### src/rtl/branch_predict_unit.sv
// Bimodal branch predictor: a table of 2-bit saturating counters indexed by PC,
// execute-stage branch resolution with redirect/flush, and saturating perf counters.
module branch_predict_unit #(
    parameter int unsigned XLEN        = 32,
    parameter int unsigned BHT_ENTRIES = 64,
    parameter int unsigned INDEX_LSB   = 2,
    parameter int unsigned CNT_W       = 32
) (
    input  logic             clk,
    input  logic             reset,
    input  logic [XLEN-1:0]  f_pc,
    output logic             f_predTaken,
    input  logic             e_valid,
    input  logic             e_branch,
    input  logic             e_forceJump,
    input  logic             e_opCode_3,
    input  logic [2:0]       e_funct3,
    input  logic [3:0]       e_flags,
    input  logic [XLEN-1:0]  e_pc,
    input  logic             e_predTaken,
    output logic [1:0]       PCSrc,
    output logic             mispredict,
    output logic [CNT_W-1:0] branchCount,
    output logic [CNT_W-1:0] mispredCount
);

    localparam int unsigned IDX_W = (BHT_ENTRIES > 1) ? $clog2(BHT_ENTRIES) : 1;

    localparam logic [1:0] PCSRC_NONE    = 2'b00;
    localparam logic [1:0] PCSRC_IMM     = 2'b01;
    localparam logic [1:0] PCSRC_JALR    = 2'b10;
    localparam logic [1:0] PCSRC_RECOVER = 2'b11;

    logic [1:0]       bht [BHT_ENTRIES];
    logic [IDX_W-1:0] f_idx;
    logic [IDX_W-1:0] e_idx;
    logic             flag_zero;
    logic             flag_neg;
    logic             flag_carry;
    logic             flag_ovf;
    logic             actual_taken;
    logic             update;
    logic [1:0]       cur_cnt;
    logic [1:0]       next_cnt;

    // Upper PC bits alias into the table by design.
    logic             unused_pc_bits;
    assign unused_pc_bits = ^{f_pc, e_pc};

    assign f_idx = f_pc[INDEX_LSB +: IDX_W];
    assign e_idx = e_pc[INDEX_LSB +: IDX_W];

    assign f_predTaken = reset ? 1'b0 : bht[f_idx][1];

    assign flag_zero  = e_flags[0];
    assign flag_neg   = e_flags[1];
    assign flag_carry = e_flags[2];
    assign flag_ovf   = e_flags[3];

    // Branch condition from ALU flags of rs1 - rs2.
    always_comb begin
        actual_taken = 1'b0;
        unique case (e_funct3)
            3'b000:  actual_taken = flag_zero;
            3'b001:  actual_taken = ~flag_zero;
            3'b100:  actual_taken = flag_neg ^ flag_ovf;
            3'b101:  actual_taken = ~(flag_neg ^ flag_ovf);
            3'b110:  actual_taken = ~flag_carry;
            3'b111:  actual_taken = flag_carry;
            default: actual_taken = 1'b0;
        endcase
    end

    // Redirect selection; jumps take priority over conditional branches.
    always_comb begin
        PCSrc      = PCSRC_NONE;
        mispredict = 1'b0;
        if (!reset && e_valid) begin
            if (e_forceJump) begin
                PCSrc = e_opCode_3 ? PCSRC_IMM : PCSRC_JALR;
            end else if (e_branch) begin
                mispredict = actual_taken ^ e_predTaken;
                if (actual_taken && !e_predTaken) begin
                    PCSrc = PCSRC_IMM;
                end else if (!actual_taken && e_predTaken) begin
                    PCSrc = PCSRC_RECOVER;
                end
            end
        end
    end

    assign update  = e_valid & e_branch & ~e_forceJump;
    assign cur_cnt = bht[e_idx];

    always_comb begin
        next_cnt = cur_cnt;
        if (actual_taken) begin
            if (cur_cnt != 2'b11) next_cnt = cur_cnt + 2'(1);
        end else begin
            if (cur_cnt != 2'b00) next_cnt = cur_cnt - 2'(1);
        end
    end

    // Table and perf counters; reset wins over a same-edge update.
    always_ff @(posedge clk) begin
        if (reset) begin
            for (int i = 0; i < int'(BHT_ENTRIES); i++) begin
                bht[i] <= 2'b01;
            end
            branchCount  <= '0;
            mispredCount <= '0;
        end else if (update) begin
            bht[e_idx] <= next_cnt;
            if (branchCount != {CNT_W{1'b1}}) begin
                branchCount <= branchCount + CNT_W'(1);
            end
            if (mispredict && (mispredCount != {CNT_W{1'b1}})) begin
                mispredCount <= mispredCount + CNT_W'(1);
            end
        end
    end

endmodule

### config.mk
export PLATFORM = sky130hd
export DESIGN_NAME = branch_predict_unit
export DESIGN_NICKNAME = d
export VERILOG_FILES = /design/src/rtl/branch_predict_unit.sv
export SDC_FILE = /design/constraint.sdc
export NUM_CORES = 1
export LEC_CHECK = 0
export ABC_AREA = 1
export BUFFER_PORTS_ARGS = -buffer_cell sky130_fd_sc_hd__buf_2
export CAP_MARGIN = 20
export CORE_ASPECT_RATIO = 0.6
export CORE_MARGIN = 2
export CORE_UTILIZATION = 50
export DETAILED_ROUTE_END_ITERATION = 8
export GPL_ROUTABILITY_DRIVEN = 0
export GPL_TIMING_DRIVEN = 0
export PLACE_DENSITY = 0.76
export REMOVE_ABC_BUFFERS = 1
export SLEW_MARGIN = 10
export SYNTH_ARGS = -nofsm -noshare
export SYNTH_HDL_FRONTEND = slang
export SYNTH_SLANG_ARGS = --single-unit
### constraint.sdc
create_clock -name clk -period 5 [get_ports clk]
set_input_delay 0.5 -clock clk [delete_from_list [all_inputs] [get_ports clk]]
set_output_delay 0.5 -clock clk [all_outputs]
set_load 0.05 [all_outputs]
==> parameters.txt <==
Parameter                              Value

Synth
  Cell accounting for the most synthesized area    edfxtp_1
  Fraction of synthesis flops using an asynchronous set or reset pin    0
  Cell with the most instances after synthesis    nand2_1
  Most used flip-flop cell after synthesis    edfxtp_1
  Share of the synthesized area in the top cell type    0.333
  Synthesis Warnings    0
  Per-instance average area after synthesis    between 7 and 8 um2
  Count of flip-flops with a built-in enable after synthesis    roughly 130
  Commonest cells post-synth    nand2_1 (553), inv_1 (209), nor2_1 (205)
  Number of different library cells in the post-synthesis netlist    39
  Top area cells in the synthesized netlist    edfxtp_1 (33%), nand2_1 (18%), dfxtp_1 (11%)
  Gate count of the mapped netlist    1644
  Synthesis-stage register bit count    roughly 190
  Sequential-to-total area share from yosys stat    0.444
  Mapped Area    0.0115 mm2

GRT
  Maximum number of pins on one net before global-route repair    89
  Combined global-route utilization of all metal layers    0.265
  GRT overflow    0
  Antenna violations before repair    0
  Via count of the first global-routing pass    9469
  Global-route wire length before repair    ~50000 um

Floorplan
  Core Region    0.0223 mm2
  Die area    about 0.024 mm2
  Die Wd    between 200 and 250 um
  Number of placement rows    42
  Effective utilization at floorplan    0.516
  Die Y    around 120 um
  Number of ports placed on the die boundary    around 150

Setup path
  Register-to-Register Setup Slack    between 2 and 2.5 ns
  Reg-to-Reg End    bht[0][1]
  Critical path's most frequent cell    nand2_1
  Cells on worst reg2reg path    12
  Worst path cell trace    buf_2 -> clkinv_1 -> nor2_4 -> nand3_1 -> nand2_1 -> o21ai_1 -> nand2_1 -> nor2_2 -> nand2_1 -> nand2_4 -> nand2_2 -> nand2_8 -> nor2_1
  Launch point of the worst reg-to-reg path    bht[54][1]
  Setup crit start    e_pc[3]
  Endpoint arrival time on the critical path    approximately 4.5 ns
  Sort of element at the end of the critical path    flip-flop
  Critical path buffers and inverters    2
  Critical path depth    13
  Critical path startpoint category    input pin
  Critical path data required time    approximately 5.3 ns
  CP max stage cell    clkinv_1
  Max incr delay on CP    roughly 0.87 ns
  Kind of cell with the highest combined delay on the critical path    simple AND/OR/NAND/NOR gates
  Classification of the worst setup path    input pin to flip-flop
  Worst setup path endpoint    bht[0][1]
  Maximum net fanout on the critical path    65

Timing
  Unrepaired setup endpoints after global routing    no
  Maximum achievable frequency    approximately 240 MHz
  Final-report setup violation count    0
  Worst rel slew slack    0.301
  TNS Setup    0 ns
  Final min period    4.19 ns
  Final Hold Vio Count    0
  Least-Margin Pin Slew    ~1.0 ns
  Layout Skew    approximately 0.011 ns
  Max-slew violation count    0
  Ratio of final minimum period to clock period    0.839

Cells and area
  Layout Cells excl Fill    between 2000 and 2500
  ANT cells    0
  Share of post-route cells with drive strength above 1    0.0848
  Finished Cell Area    0.0126 mm2
  Net count, final    1767
  Signed area change from the synthesized netlist to the final layout    8.95%

Min path
  Path category of the worst min-delay check    flip-flop to flip-flop

Clock network
  Clock latency at the later pin of the worst-skew pair    about 0.44 ns
  Clock transition at the registers of the reported paths    about 0.070 ns
  CTS Sinks    roughly 190
  Maximum root-to-sink buffer count    2
  Post-CTS Resized    0
  Root buffer selected by CTS    clkbuf_16
  Number of levels the H-tree was split into    4
  TritonCTS clock tree    built
  Total CTS buffers    17
  Number of buffers inserted for hold repair after clock tree synthesis    0
  Post-CTS Repair Setup Buffers    0

Power and ir drop
  Relative contribution of the clock network to total power    0.394
  Worst IR drop on VDD    about 0.21 mV
  Part of the power in registers    0.492
  Fraction of power spent switching nets    0.265
  Total power density per cell area    ~280 mW/mm2
  Internal power consumption    around 2600 uW
  Lkg Pwr    ~0.005 uW
  Net switching power    ~900 uW
  Fraction of power consumed by combinational cells    0.114

Status
  Result of the run    finished, final reports clean

Drt
  Detailed-route via count    approximately 11000
  Post-Route M1 WL    approximately 14000 um
  Starting DRC count in detailed routing    about 1200
  Met2 layer wire length in the routed design    around 13000 um
  Pre-antenna DRT Iters    6
  Number of routed nets with antenna violations    0
  WL final    31800 um
  Total met3 wirelength after detailed routing    ~3800 um
  Number of DRC violations after detailed routing    0
  Routed vias/inst    around 5.4
  Wire length per cell after detailed routing    between 15 and 20 um
  Top routing layer used    met4

Place
  Total placed instance area    roughly 0.012 mm2
  Buffers on Ports    between 90 and 100
  Final HPWL DP    roughly 21000 um
  Dpl cells    ~2000

Run
  Number of violations of the max-capacitance limit    0
-- worst min-delay path by stage --
stage	cells after the start	to	from	slack, ns
after floorplan	1	branchCount[11]	reset	0.57
after global placement	2	branchCount[4]	branchCount[4]	0.47
after detailed placement	2	branchCount[4]	branchCount[4]	0.48
after CTS	2	branchCount[4]	branchCount[4]	0.49
after global routing	2	branchCount[4]	branchCount[3]	0.51
final	2	branchCount[4]	branchCount[4]	0.48
-- logic make-up after synthesis --
kind of cell / after synthesis / share of synthesized area
AOI/OAI and AO/OA: 149 / 0.0661
xor gates and xnor gates: 38 / 0.0289
DFF: 192 / 0.444
buffers and inverters: 287 / 0.108
and+or+nand+nor: 975 / 0.349
adders and majority gates: 3 / 0.00325
-- tightest hold or removal path, stage by stage (launching register included) --
cell and delay [ns]:
dfxtp_1 0.32, inv_1 0.07, a21oi_1 0.05
-- metal layers --
layer	up-vias	GRT usage
met5	-	0
met4	0	0.0671
met3	35	0.0670
met2	601	0.382
met1	4933	0.395
li1	5289	-
-- sequential cells by signal (all words and copies together) (netlist names) --
| register | cells |
|---|---|
| bht | 128 |
| branchCount | 32 |
| mispredCount | 32 |
-- cell type report --
type | instances | area [um2]
inverter | 215 | 815
tap | 308 | 385
multi-input combinational | 1165 | 5170
clock inverter | 13 | 146
timing repair buffer | 95 | 497
fill | 2105 | 9770
sequential | 192 | 5120
clock buffer | 18 | 429
-- metrics by stage --
step                      hold slack (ns)  total power, uW  setup WS (ns)  utilization
final                               0.483             3490          0.806        0.563
after global routing                0.509             3600          0.702        0.563
after CTS                           0.491             3490          0.972        0.563
after detailed placement            0.479             2140          0.511        0.537
after global placement              0.470             2130         -0.879        0.535
after floorplan                     0.569             1990           1.71            -
-- layout by cell type (no fill, tap or decap), types with 2 or more instances in the layout --
cell type     n
nor4_1        2
clkinv_1      4
nand2_1     552
dfxtp_1      64
clkinvlp_4    2
edfxtp_1    128
inv_1       209
xnor2_1       8
ha_1          3
o21ai_1      10
nor2_2        6
nor3b_1       2
nor2_1      205
nor3_1       47
inv_2         2
nand2_4       2
bufinv_16     3
nand3b_1      3
clkinv_2      4
o21ai_0      49
buf_2        93
a21oi_1      84
clkinv_4      2
nand2_2       2
nand3_1     133
nand4_1      15
clkbuf_16    17
xor2_1       30
-- power by group through the flow --
| stage | Clock (uW) | Sequential, uW | Combinational (uW) |
|---|---|---|---|
| floorplan | 0 | 1750 | 233 |
| global placement | 0 | 1750 | 382 |
| detailed placement | 0 | 1750 | 387 |
| CTS | 1390 | 1720 | 389 |
| global route | 1450 | 1720 | 432 |
| finish | 1380 | 1720 | 398 |
No activity file was read; power rests on OpenSTA's default activity.
